`src/rtl/equiv_check_sequencer_pkg.sv`:
```
`default_nettype none
// ============================================================================
// Module      : equiv_check_sequencer_pkg
// Description : Shared state encodings and sizing helpers for the
//               gate-equivalence sweep sequencer.
// Revision    : 1.0  initial release
// ============================================================================
package equiv_check_sequencer_pkg;

  localparam logic [2:0] ST_IDLE    = 3'd0;
  localparam logic [2:0] ST_APPLY   = 3'd1;
  localparam logic [2:0] ST_SETTLE  = 3'd2;
  localparam logic [2:0] ST_COMPARE = 3'd3;
  localparam logic [2:0] ST_DONE    = 3'd4;

  typedef enum logic [2:0] {
    S_IDLE    = ST_IDLE,
    S_APPLY   = ST_APPLY,
    S_SETTLE  = ST_SETTLE,
    S_COMPARE = ST_COMPARE,
    S_DONE    = ST_DONE
  } state_t;

  // Width of a down-counter that must hold SETTLE-1 (never narrower than 1).
  function automatic int settle_cnt_w(input int settle);
    return (settle <= 2) ? 1 : $clog2(settle);
  endfunction

endpackage
`default_nettype wire

```
`src/rtl/equiv_cmp.sv`:
```
`default_nettype none
// ============================================================================
// Module      : equiv_cmp
// Description : Combinational three-way comparator. Flags a mismatch when
//               either candidate output differs from the reference output.
// Revision    : 1.0  initial release
// ============================================================================
module equiv_cmp (
  input  logic res_a,
  input  logic res_b,
  input  logic res_ref,
  output logic mismatch
);

  assign mismatch = (res_a != res_ref) | (res_b != res_ref);

endmodule
`default_nettype wire

```
`src/rtl/equiv_check_sequencer.sv`:
```
`default_nettype none
// ============================================================================
// Module      : equiv_check_sequencer
// Description : Walks every input combination of three implementations of
//               one function, waits SETTLE cycles per vector, compares both
//               candidates against the reference and reports a verdict,
//               the mismatch count and the first failing vector.
//               Optional build macro TRUTH_TABLE_EN adds a captured truth
//               table of the reference output (port truth_tbl).
// Revision    : 1.0  initial release
// ============================================================================
module equiv_check_sequencer
  import equiv_check_sequencer_pkg::*;
#(
  parameter int N_IN   = 2,
  parameter int SETTLE = 1
) (
  input  logic              clk,
  input  logic              rst_n,
  input  logic              start,
  input  logic              res_a,
  input  logic              res_b,
  input  logic              res_ref,
  output logic [N_IN-1:0]   vec_out,
  output logic              busy,
  output logic              done,
  output logic              pass,
  output logic [N_IN:0]     mismatch_cnt,
  output logic [N_IN-1:0]   first_fail_vec,
  output logic              first_fail_valid
`ifdef TRUTH_TABLE_EN
  ,
  output logic [2**N_IN-1:0] truth_tbl
`endif
);

  localparam int              SC_W        = settle_cnt_w(SETTLE);
  localparam logic [SC_W-1:0] SETTLE_LOAD = SC_W'(SETTLE - 1);
  localparam logic [N_IN-1:0] VEC_LAST    = '1;

  state_t          state;
  state_t          state_nxt;
  logic [SC_W-1:0] settle_cnt;
  logic            mismatch;
  logic            accept;
  logic            cmp_exit;
  logic            last_vec;
  logic [N_IN:0]   cnt_nxt;

  equiv_cmp u_cmp (
    .res_a    (res_a),
    .res_b    (res_b),
    .res_ref  (res_ref),
    .mismatch (mismatch)
  );

  // State register.
  always_ff @(posedge clk or negedge rst_n) begin
    if (!rst_n) state <= S_IDLE;
    else        state <= state_nxt;
  end

  // Next-state logic and per-cycle strobes for the datapath.
  always_comb begin
    state_nxt = state;
    accept    = 1'b0;
    cmp_exit  = 1'b0;
    last_vec  = (vec_out == VEC_LAST);
    cnt_nxt   = mismatch_cnt + {{N_IN{1'b0}}, mismatch};
    case (state)
      S_IDLE: begin
        if (start) begin
          accept    = 1'b1;
          state_nxt = S_APPLY;
        end
      end
      S_APPLY:  state_nxt = S_SETTLE;
      S_SETTLE: begin
        if (settle_cnt == '0) state_nxt = S_COMPARE;
      end
      S_COMPARE: begin
        cmp_exit  = 1'b1;
        state_nxt = last_vec ? S_DONE : S_APPLY;
      end
      S_DONE:   state_nxt = S_IDLE;
      default:  state_nxt = S_IDLE;
    endcase
  end

  // Settle counter: loaded in APPLY, counts down through SETTLE.
  always_ff @(posedge clk or negedge rst_n) begin
    if (!rst_n) begin
      settle_cnt <= '0;
    end else if (state == S_APPLY) begin
      settle_cnt <= SETTLE_LOAD;
    end else if (state == S_SETTLE && settle_cnt != '0) begin
      settle_cnt <= settle_cnt - 1'b1;
    end
  end

  // Vector counter and result registers; everything holds outside a sweep.
  always_ff @(posedge clk or negedge rst_n) begin
    if (!rst_n) begin
      vec_out          <= '0;
      busy             <= 1'b0;
      done             <= 1'b0;
      pass             <= 1'b0;
      mismatch_cnt     <= '0;
      first_fail_vec   <= '0;
      first_fail_valid <= 1'b0;
    end else begin
      done <= cmp_exit && last_vec;
      if (accept) begin
        vec_out          <= '0;
        mismatch_cnt     <= '0;
        pass             <= 1'b0;
        first_fail_valid <= 1'b0;
        first_fail_vec   <= '0;
        busy             <= 1'b1;
      end
      if (cmp_exit) begin
        mismatch_cnt <= cnt_nxt;
        if (mismatch && !first_fail_valid) begin
          first_fail_vec   <= vec_out;
          first_fail_valid <= 1'b1;
        end
        // The verdict includes a mismatch found on the final vector.
        if (last_vec) pass    <= (cnt_nxt == '0);
        else          vec_out <= vec_out + 1'b1;
      end
      if (state == S_DONE) busy <= 1'b0;
    end
  end

`ifdef TRUTH_TABLE_EN
  // Reference output captured per vector, indexed by the vector itself.
  always_ff @(posedge clk or negedge rst_n) begin
    if (!rst_n) begin
      truth_tbl <= '0;
    end else if (accept) begin
      truth_tbl <= '0;
    end else if (cmp_exit) begin
      truth_tbl[vec_out] <= res_ref;
    end
  end
`endif

endmodule
`default_nettype wire

```
`config.mk`:
```
export PLATFORM = sky130hd
export DESIGN_NAME = equiv_check_sequencer
export DESIGN_NICKNAME = d
export VERILOG_FILES = /design/src/rtl/equiv_check_sequencer_pkg.sv /design/src/rtl/equiv_cmp.sv /design/src/rtl/equiv_check_sequencer.sv
export SDC_FILE = /design/constraint.sdc
export NUM_CORES = 1
export LEC_CHECK = 0
export ABC_CLOCK_PERIOD_IN_PS = 2900
export CAP_MARGIN = 10
export CORE_MARGIN = 5
export CORE_UTILIZATION = 36
export CTS_CLUSTER_DIAMETER = 60
export DETAILED_ROUTE_END_ITERATION = 10
export MAX_ROUTING_LAYER = met4
export PLACE_DENSITY_LB_ADDON = 0.15
export REMOVE_ABC_BUFFERS = 1
export SKIP_LAST_GASP = 1
export SYNTH_ARGS = -nofsm -noshare
export SYNTH_HDL_FRONTEND = slang
export SYNTH_SLANG_ARGS = --single-unit
```
`constraint.sdc`:
```
create_clock -name clk -period 2.9 [get_ports clk]
set_input_delay 0.29 -clock clk [delete_from_list [all_inputs] [get_ports clk]]
set_output_delay 0.29 -clock clk [all_outputs]
set_load 0.02 [all_outputs]
```
# Word level (Yosys, flattened, before mapping)
# Index checks and enable logic that the tools add are counted.
word_totals:
  latch_bits: 0
  ramBits: 0
  out_inout_bits: 11
  mem_count: 0
  in_bits: 6
  rom_bits: 0
  register_bits: 15
  wordCells: 57
classes:
  n_mux: 25
  mul: 0
  div_mod_pow: 0
  magnitude_cmp: 0
  eq_ne: 9
  add_sub_neg: 3
  shift: 0
  n_reduce_logical: 10
  bitwise_logic: 1
op_table:
  columns: ["op", "n"]
  rows:
  - ["3-bit 2-to-1 mux", 5]
  - ["1-bit 2-to-1 mux", 13]
  - ["2-bit 2-to-1 mux", 6]
  - ["3-bit one-hot mux with 4 select lines", 1]
  - ["3-bit by 2-bit equality test with 1-bit output (second input constant)", 2]
  - ["3-bit logical NOT", 2]
  - ["2-bit nonzero test", 3]
  - ["2-bit inequality test (second input constant)", 2]
  - ["3-bit by 1-bit adder with 3-bit output", 1]
  - ["3-bit by 1-bit equality test with 1-bit output (second input constant)", 1]
  - ["3-bit equality test (second input constant)", 1]
  - ["1-bit logical AND", 3]
  - ["2-bit by 1-bit adder with 2-bit output (second input constant)", 1]
  - ["2-bit equality test (second input constant)", 1]
  - ["1-bit inequality test", 2]
  - ["2-bit AND reduction", 1]
  - ["1-bit logical NOT", 1]
  - ["1-bit bitwise OR", 1]
  - ["1-bit subtractor (second input constant)", 1]

# Depth between registers and ports, before layout
logic_depth:
  depth_word: 6
  depth_mapped: 7
  ltp_nobuf: 7

# Modules after synthesis
# From an unflattened synthesis, not the netlist that was laid out.
unflattened:
  hier_cells: 60
  area_unflattened_um2: 686.9
by_module_without_submodules:
  columns: ["module", "cells_per_inst", "seq_area_each_um2", "instances", "area_each_um2"]
  rows:
  - ["equiv_check_sequencer", 57, 375.4, 1, 666.9]
  - ["equiv_cmp", 3, 0.0, 1, 20.0]

# Worst setup path after synthesis
# OpenSTA, ideal clock, no wires.
synth_path:
  kind: "register to register"
  startpoint: "reg state[1]"
  endpoint: "reg vec_out[0]"
  slack_ps: 1300
  t_arrival_ps: 1475
  setup_ps: 125
  period_less_slack_ps: 1600
  stages_incl_launch_ff: 6
  path_buffers: 2
  required_time_ps: 2775
  path_cell_list: "dfrtp_1 > buf_6 > or4b_4 > buf_6 > nor2b_4 > mux2_4"
synth_via:
  elab_chain_len: 5
  word_cells_on_any_way: 7
  cone_classes: "eq/ne: 1; mux: 5; reduce/logical: 1"
synth_lines:
  columns: ["element", "line_no", "text"]
  rows:
  - ["start: declaration", "equiv_check_sequencer.sv:41", "state_t state;"]
  - ["start signal: assignment", "equiv_check_sequencer.sv:60", "else state <= state_nxt;"]
  - ["3-bit logical NOT", "equiv_check_sequencer.sv:70", "case (state)"]
  - ["1-bit 2-to-1 mux", "equiv_check_sequencer.sv:70", null]
  - ["2-bit 2-to-1 mux", "equiv_check_sequencer.sv:113", "if (accept) begin"]
  - ["2-bit 2-to-1 mux", "equiv_check_sequencer.sv:128", "if (last_vec) pass <= (cnt_nxt == '0);"]
  - ["2-bit 2-to-1 mux (*)", "equiv_check_sequencer.sv:121", "if (cmp_exit) begin"]
  - ["end signal: assignment", "equiv_check_sequencer.sv:129", "else vec_out <= vec_out + 1'b1;"]
  - ["end: declaration", "equiv_check_sequencer.sv:24", "output logic [N_IN-1:0] vec_out,"]
# Every way passes the cells marked *; elsewhere a longest branch is shown, timed or not.
# A chain may end at the register's enable or synchronous reset.

# Final worst setup path
layout_path:
  startpoint: "reg vec_out[0]"
  endpoint: "out vec_out[0]"
# No word-level cell between the ends.

==> key figures <==
Yosys
  – Syn Inst Count: 66
  – Most common cell in the netlist: dfrtp_1
  – Top cells by count, synth: 15 x dfrtp_1, 11 x nand2_1, 6 x nor2_1
  – Synth top area share: 0.516
  – Most area-consuming cells after synthesis: dfrtp_1 52%, nand2_1 5.7%, mux2i_1 5.5%, ha_1 5.2%, buf_6 3.1%
  – Post-synth top area cell: dfrtp_1
  – Asr flop ratio synth: 1.00
  – Post-synth cell types: 26
  – Post-Syn Area per Cell: between 10 and 15 um2
  – Post-synth EDFFs: 0
  – Cell Area, Synth: between 700 and 800 um2
  – YS warnings: 0
  – Seq/Total Area, Yosys: 0.516
  – Yosys reg bits: 15
  – Dominant synthesized flop cell: dfrtp_1

Drt
  – Antenna Nets Post-Route: 0
  – Number of iterations in the first detailed-routing pass: 4
  – DRC errors left: 0
  – DRT iter0 DRCs: 6
  – Mean routed wirelength per cell: about 12 um
  – Routed WL: ~1300 um
  – Via count: just over 500
  – Vias per Instance: approximately 4.7

Critical path
  – Setup crit end: vec_out[0]
  – Buf/Inv on CP: 1
  – WP depth: 1
  – CP Data Required Time: 2.61 ns
  – Worst EP arrival: 1.33 ns
  – Crit path max-delay family: buffers and inverters
  – Critical-path top delay cell: clkdlybuf4s50_1
  – Crit path kind: reg -> out
  – Cells along the critical path: clkdlybuf4s50_1
  – Reg-to-reg slack, setup: roughly 1.3 ns
  – FF-to-FF End: vec_out[0]
  – Worst-path fanout max: 4
  – FF-to-FF Start: state[1]
  – Critical Path Sink Type: output port
  – Path depth of the worst reg2reg path: 3
  – Critical path launch point: vec_out[0]
  – Max incr delay on CP: between 0.6 and 0.7 ns
  – Critical path launch point type: flip-flop

GRT
  – Vias in the first global route: 511
  – Pin count of the biggest net entering global routing: 16
  – First-pass GRT wire length: around 2200 um
  – Initial antenna violation count: 0
  – Global route overflow: 0
  – Overall Global Routing Usage: 0.107

Placed design
  – Gpl congestion: roughly 0.8
  – Final HPWL DP: around 1000 um
  – Total placed cells including tap cells: about 110
  – PortBufs: 16
  – Pre-CTS setup slack: approximately 1.1 ns

Floorplanning
  – Starting Density: 0.374
  – Die footprint: 0.00302 mm2
  – Core Rows: 16
  – Die Span Y: approximately 55 um
  – Die width: around 55 um
  – Io pins: 17
  – Core area: a little under 0.002 mm2

STA
  – Tmin final: 1.62 ns
  – Final WS setup: 1.28 ns
  – Final TNS setup: 0 ns
  – Worst-margin pin slew: between 0.6 and 0.7 ns
  – RSZ-0062 raised after global routing: false
  – Final Cycle Share: 0.560
  – Hold Fails Final Rpt: 0
  – Worst rel slew slack: 0.539
  – Final clock skew: approximately 0.0027 ns
  – Setup violators final: 0
  – Pins Over Slew Limit: 0
  – Fmax: 616 MHz

Cells and area
  – Layout cells sized above 1: 0.0964
  – Area growth, synth to finish: 26.5%
  – NumNets Final: between 90 and 100
  – Post-route insts no fill: 110
  – Fillers: roughly 200
  – Number of diodes: 0

Clock tree
  – CTS resizes: 0
  – CTS tree: yes
  – Clock Latency Late Sink: ~0.27 ns
  – Num CTS Buffers: 3
  – CTS Root Cell: clkbuf_4
  – Setup bufs post-CTS: 0
  – CTS H-tree depth: 1
  – Clock Sinks: 15
  – Worst-path clk slew: 0.09 ns
  – Cts hold-fix bufs: 0
  – Max Root-Sink Buffers: 2

Pwr
  – Leak: between 0.4 and 0.5 nW
  – Peak supply drop: roughly 560 uV
  – Cell area power density: 1050 mW/mm2

Worst hold path
  – Worst min path class: in -> async

Run status
  – Status: finished clean

Job
  – Max-cap violations: 0
==> per-stage QoR <==
stage               power [mW]  utilization  hold slack, ns  area [um2]
floorplan                0.670            -        -0.00559         699
global placement         0.852        0.460           0.488         893
detailed placement       0.862        0.460           0.504         893
CTS                      0.985        0.474           0.440         920
global route              1.04        0.474           0.475         920
finish                   0.969        0.474           0.427         920
==> where the power goes <==
part,switching (mW),internal (mW)
Clock,0.0631,0.0532
Sequential,0.0822,0.289
Combinational,0.234,0.247
Total,0.380,0.590
==> worst register-to-register path, stage by stage, from the launching register on <==
cell and delay, ns:
dfrtp_1 0.47, or4b_4 0.61, nor2b_4 0.16, mux2_4 0.25
==> registers in the layout (all words and copies together), names as in the netlist <==
name / cells
busy: 1
done: 1
first_fail_valid: 1
first_fail_vec: 2
mismatch_cnt: 3
pass: 1
settle_cnt: 1
state: 3
vec_out: 2
==> cell families after synthesis <==
family                   Yosys count  share of synthesized area
AND/OR/NAND/NOR                   32                      0.250
adder cells (fa/ha/maj)            3                     0.0516
flip-flops                        15                      0.516
multiplexers                       5                     0.0757
AO/OA/AOI/OAI                      4                     0.0344
XOR/XNOR                           2                     0.0241
buffers and inverters              5                     0.0482
==> how the worst min path moves through the flow <==
stage                                start                to  slack (ns)  cells past startpoint
after floorplan                      rst_n              busy      -0.006                      0
after global placement    first_fail_valid  first_fail_valid        0.49                      2
after detailed placement  first_fail_valid  first_fail_valid        0.50                      2
after CTS                            rst_n  first_fail_valid        0.44                      1
after global routing                 rst_n  first_fail_valid        0.48                      1
final                                rst_n  first_fail_valid        0.43                      1
==> placed cells by master, fill, tap and decap left out <==
cell and count:
nand3_1 2, nor2b_1 1, or4b_4 1, clkbuf_1 1
nor2b_4 1, mux2_4 1, inv_1 2, nor3b_1 1
o21ai_0 1, and3_1 1, nand3b_1 1, nand2_1 11
a21oi_1 2, nor2_1 6, nand4_1 1, mux2i_1 4
ha_1 3, a22o_2 1, and4bb_2 1, and2_1 2
clkdlybuf4s50_1 16, dfrtp_1 15, xnor2_1 2, nor3_1 1
or4_1 1, and3b_1 1, clkbuf_4 3
==> layer usage <==
| metal | vias to the layer above | GRT usage | routed length, um |
|---|---|---|---|
| met2 | 11 | 0.167 | 625 |
| met4 | 0 | 0.0607 | 14 |
| met1 | 247 | 0.126 | 636 |
| met5 | - | - | 0 |
| met3 | 2 | 0.0241 | 70 |
| li1 | 257 | - | - |
==> cell type report <==
type	count	area, um2	area share
sequential	15	375	0.408
multi-input combinational	46	317	0.344
clock buffer	4	26.3	0.0286
timing repair buffer	16	160	0.174
inverter	2	7.51	0.00816
tap	27	33.8	0.0367
(Power assumes the default switching activity.)
==> RTL edit 1: new RTL, config.mk and constraints unchanged <==
`N_IN`: 2 -> 1.
--- a/src/rtl/equiv_check_sequencer.sv
+++ b/src/rtl/equiv_check_sequencer.sv
@@ -12,7 +12,7 @@
 module equiv_check_sequencer
   import equiv_check_sequencer_pkg::*;
 #(
-  parameter int N_IN   = 2,
+  parameter int N_IN   = 1,
   parameter int SETTLE = 1
 ) (
   input  logic              clk,
Ports: changed (resized first_fail_vec, mismatch_cnt and vec_out); port bits go from 17 to 14. The function was not compared with the original's and may differ.
==> RTL edit 1 against the unedited design <==
- sequential cell count shrank 3
- area after synthesis shrank 23%
- fmax grew 0.94%
- worst setup slack gained 0.015 ns
- total power shrank 22%
- core utilization grew 0.29 points
- critical path depth grew 6
- via count shrank 21%
- sequential share of layout area grew 1.5 points
- final area shrank 23%
- wire length shrank 23%
==> RTL edit 1: results (changes against the unedited design) <==
* Worst clock skew at 0.00222 ns (-0.000491 ns)
* Wire length of the first global-routing pass at 1850 um (-16%)
* Number of non-clock buffers at 13 (-3)
* Violation count after the first detailed-route iteration at 5 (-1)
* Cell types with the largest area share after synthesis: sky130_fd_sc_hd__dfrtp_1 54%, sky130_fd_sc_hd__nand2_1 4.7%, sky130_fd_sc_hd__buf_6 4.0%
* Launch instance of the worst register-to-register path: state[0]
* Clock-pin slew of the registers on the worst-case setup and hold paths at 0.07 ns (-0.02 ns)
* Number of placed instances with taps included at 79 (-25%)
* Cell family with most CP delay: simple AND/OR/NAND/NOR gates
* Combined global-route utilization of all metal layers at 0.101 (-0.00615)
* Critical Path Start: res_ref
* Part of the total power dissipated in the clock network at 0.135 (+0.015)
* Biggest registers after layout: state: 3 flops, mismatch_cnt: 2 flops
* Share of post-route cells with drive strength above 1 at 0.0909 (-0.00548)
* Instance count of the mapped netlist at 52 (-21%)
* Peak VDD IR at 0.373 mV (-33%)
* Detail-routed net length per standard cell at 12.6 um (+3.1%)
* Power drawn by the clock network at 102 uW (-12%)
* Maximum number of pins on one net before global-route repair at 13 (-3)
* Power in sequential cells at 303 uW (-18%)
* Total number of vias at 409 (-21%)
* Run status: completed
* Destination of the critical timing path: pass
* Layout multi-input combinational cell count at 36 (-22%)
* Fill cell count at 141 (-30%)
* Capture instance of the worst register-to-register path: mismatch_cnt[1]
* Internal at 456 uW (-23%)
* Slowest cell delay on critical path at 0.41 ns (-0.22 ns)
* DRT Wirelength at 1040 um (-23%)
* Critical Path Fanout Max at 2 (-2)
==> RTL edit 1: metrics by stage <==
stage                     hold WS [ns]   util  cell area, um2  worst slack, ns
final                            0.376  0.476             709             1.29
after global routing             0.429  0.476             709             1.14
after CTS                        0.399  0.476             709             1.28
after floorplan               -0.00559      -             537             1.50
after global placement           0.482  0.461             687             1.04
after detailed placement         0.490  0.461             687             1.02
==> RTL edit 1: layer usage <==
metal  routed length, um  global-route usage  vias up
met3                  69              0.0336        2
met4                   9              0.0524        0
li1                    -                   -      208
met2                 457               0.137       10
met1                 499               0.130      189
met5                   0                   -        -
==> RTL edit 1: cell families (layout without fill, tap and decap cells) <==
logic type	count (synthesis)	count (layout)	synth area share
simple gates	24	24	0.246
xor+xnor	2	2	0.0313
flops	12	12	0.537
mux	2	2	0.0358
fa+ha+maj	1	1	0.0224
compound gates	7	7	0.0738
buf+inv	4	18	0.0537
==> RTL edit 2: new RTL, same flow settings <==
Without the edit above. Remove the register `done`: a continuous assignment takes its place, so the output `done` follows one clock earlier.
--- a/src/rtl/equiv_check_sequencer.sv
+++ b/src/rtl/equiv_check_sequencer.sv
@@ -103,13 +103,11 @@
     if (!rst_n) begin
       vec_out          <= '0;
       busy             <= 1'b0;
-      done             <= 1'b0;
       pass             <= 1'b0;
       mismatch_cnt     <= '0;
       first_fail_vec   <= '0;
       first_fail_valid <= 1'b0;
     end else begin
-      done <= cmp_exit && last_vec;
       if (accept) begin
         vec_out          <= '0;
         mismatch_cnt     <= '0;
@@ -132,6 +130,8 @@
     end
   end
 
+  assign done = cmp_exit && last_vec;
+
 `ifdef TRUTH_TABLE_EN
   // Reference output captured per vector, indexed by the vector itself.
   always_ff @(posedge clk or negedge rst_n) begin
Check against the original RTL: same outputs for any inputs over 10 cycles, from zero or initial values and one cycle with rst_n low; that may be too few to reach the edited logic, so the function may still have changed.
==> RTL edit 2 against the unedited design <==
- final area fell by 1.6%
- count of clock-buffer cells in the layout is the same
- wire length is 0.45% lower
- non-clock buffer count did not move
- sequential cell count shrank 1
- total power grew 0.70%
- area after synthesis fell by 3.4%
- worst setup slack worse by 0.52 ns
- core utilization grew 0.21 points
- final cell count is 0.91% lower
- clock power is 22% higher
==> RTL edit 2: results (changes against the unedited design) <==
* Run status: completed
* Fill cell count at 187 (-7.0%)
* Maximum number of pins on one net before global-route repair at 15 (-1)
* Power in sequential cells at 354 uW (-5%)
* Minimum hold slack at 0.393 ns (-0.0334 ns)
* Complex-gate fraction of the synthesized area at 0.0357 (+0.00123)
* Number of placed instances with taps included at 105 (-0.94%)
* Worst clock skew at 0.00537 ns (+0.00267 ns)
* Peak VDD IR at 0.474 mV (-15%)
* Met3 track utilization from global routing at 0.0582 (+0.0340)
* Met3 Routed Length at 94 um (+34%)
* Multiplexer fraction of the synthesized cell area at 0.0784 (+0.00270)
* Share of the synthesized netlist area taken by xor and xnor gates at 0.0250 (+0.000859)
* Top routing layer used: met4
* Synth cell count leaders: 14 x sky130_fd_sc_hd__dfrtp_1, 11 x sky130_fd_sc_hd__nand2_1, 6 x sky130_fd_sc_hd__nor2_1
* GP Congestion at 0.741 (-4.8%)
* Violation count after the first detailed-route iteration at 2 (-4)
* Leak pwr at 0.000430 uW (-1.8%)
* Critical Path Fanout Max at 8 (+4)
* Number of routed nets with antenna violations at 0 (unchanged)
* Depth of the CTS H-tree at 1 (unchanged)
* Slowest cell delay on critical path at 0.60 ns (-0.03 ns)
* Cell types with the largest area share after synthesis: sky130_fd_sc_hd__dfrtp_1 50%, sky130_fd_sc_hd__nand2_1 5.9%, sky130_fd_sc_hd__mux2i_1 5.7%
* Met2 usage in global routing at 0.181 (+0.0140)
* Total routed wire length on the met1 layer at 622 um (-2.2%)
* PostCTS Resize Cnt at 0 (unchanged)
* Via count normalized by instance count at 4.61 (-1.8%)
* Combined global-route utilization of all metal layers at 0.114 (+0.00688)
* Detail-routed net length per standard cell at 12.3 um (+0.47%)
* Normalized max-slew margin at 0.575 (+0.0362)
* Instance area after placement at 868 um2 (-2.8%)
* Power drawn by the clock network at 141 uW (+22%)
* Share of post-route cells with drive strength above 1 at 0.110 (+0.0134)
* Fraction of power spent switching nets at 0.389 (-0.00216)
* DRT Wirelength at 1340 um (-0.45%)
* DP Wirelength at 934 um (-8.2%)
* Post-CTS setup buffer count at 0 (unchanged)
* Sequential cell area fraction in the yosys report at 0.499 (-0.0172)
## RTL edit 2: cell count changes in the layout (fill, tap and decap cells not counted), sizes merged
| cell | delta |
|---|---|
| dfrtp | -1 |
## RTL edit 2: layout make-up
| class | instances | area share |
|---|---|---|
| Sequential cell | 14 | 0.387 |
| Multi-Input combinational cell | 46 | 0.350 |
| Timing Repair Buffer | 16 | 0.177 |
| Clock buffer | 4 | 0.0401 |
| Tap cell | 27 | 0.0373 |
| Inverter | 2 | 0.00830 |
## RTL edit 2: per-stage QoR
step,total power (uW),setup WS [ns]
after global routing,1050,0.667
after global placement,836,1.06
after CTS,991,0.750
after floorplan,654,1.39
final,976,0.761
after detailed placement,842,1.07
## RTL edit 2: how the worst max path moves through the flow
stage / end / startpoint
final: done / state[0]
after global routing: done / state[0]
after CTS: done / state[0]
after detailed placement: pass / res_ref
after global placement: pass / res_ref
after floorplan: vec_out[0] / state[1]
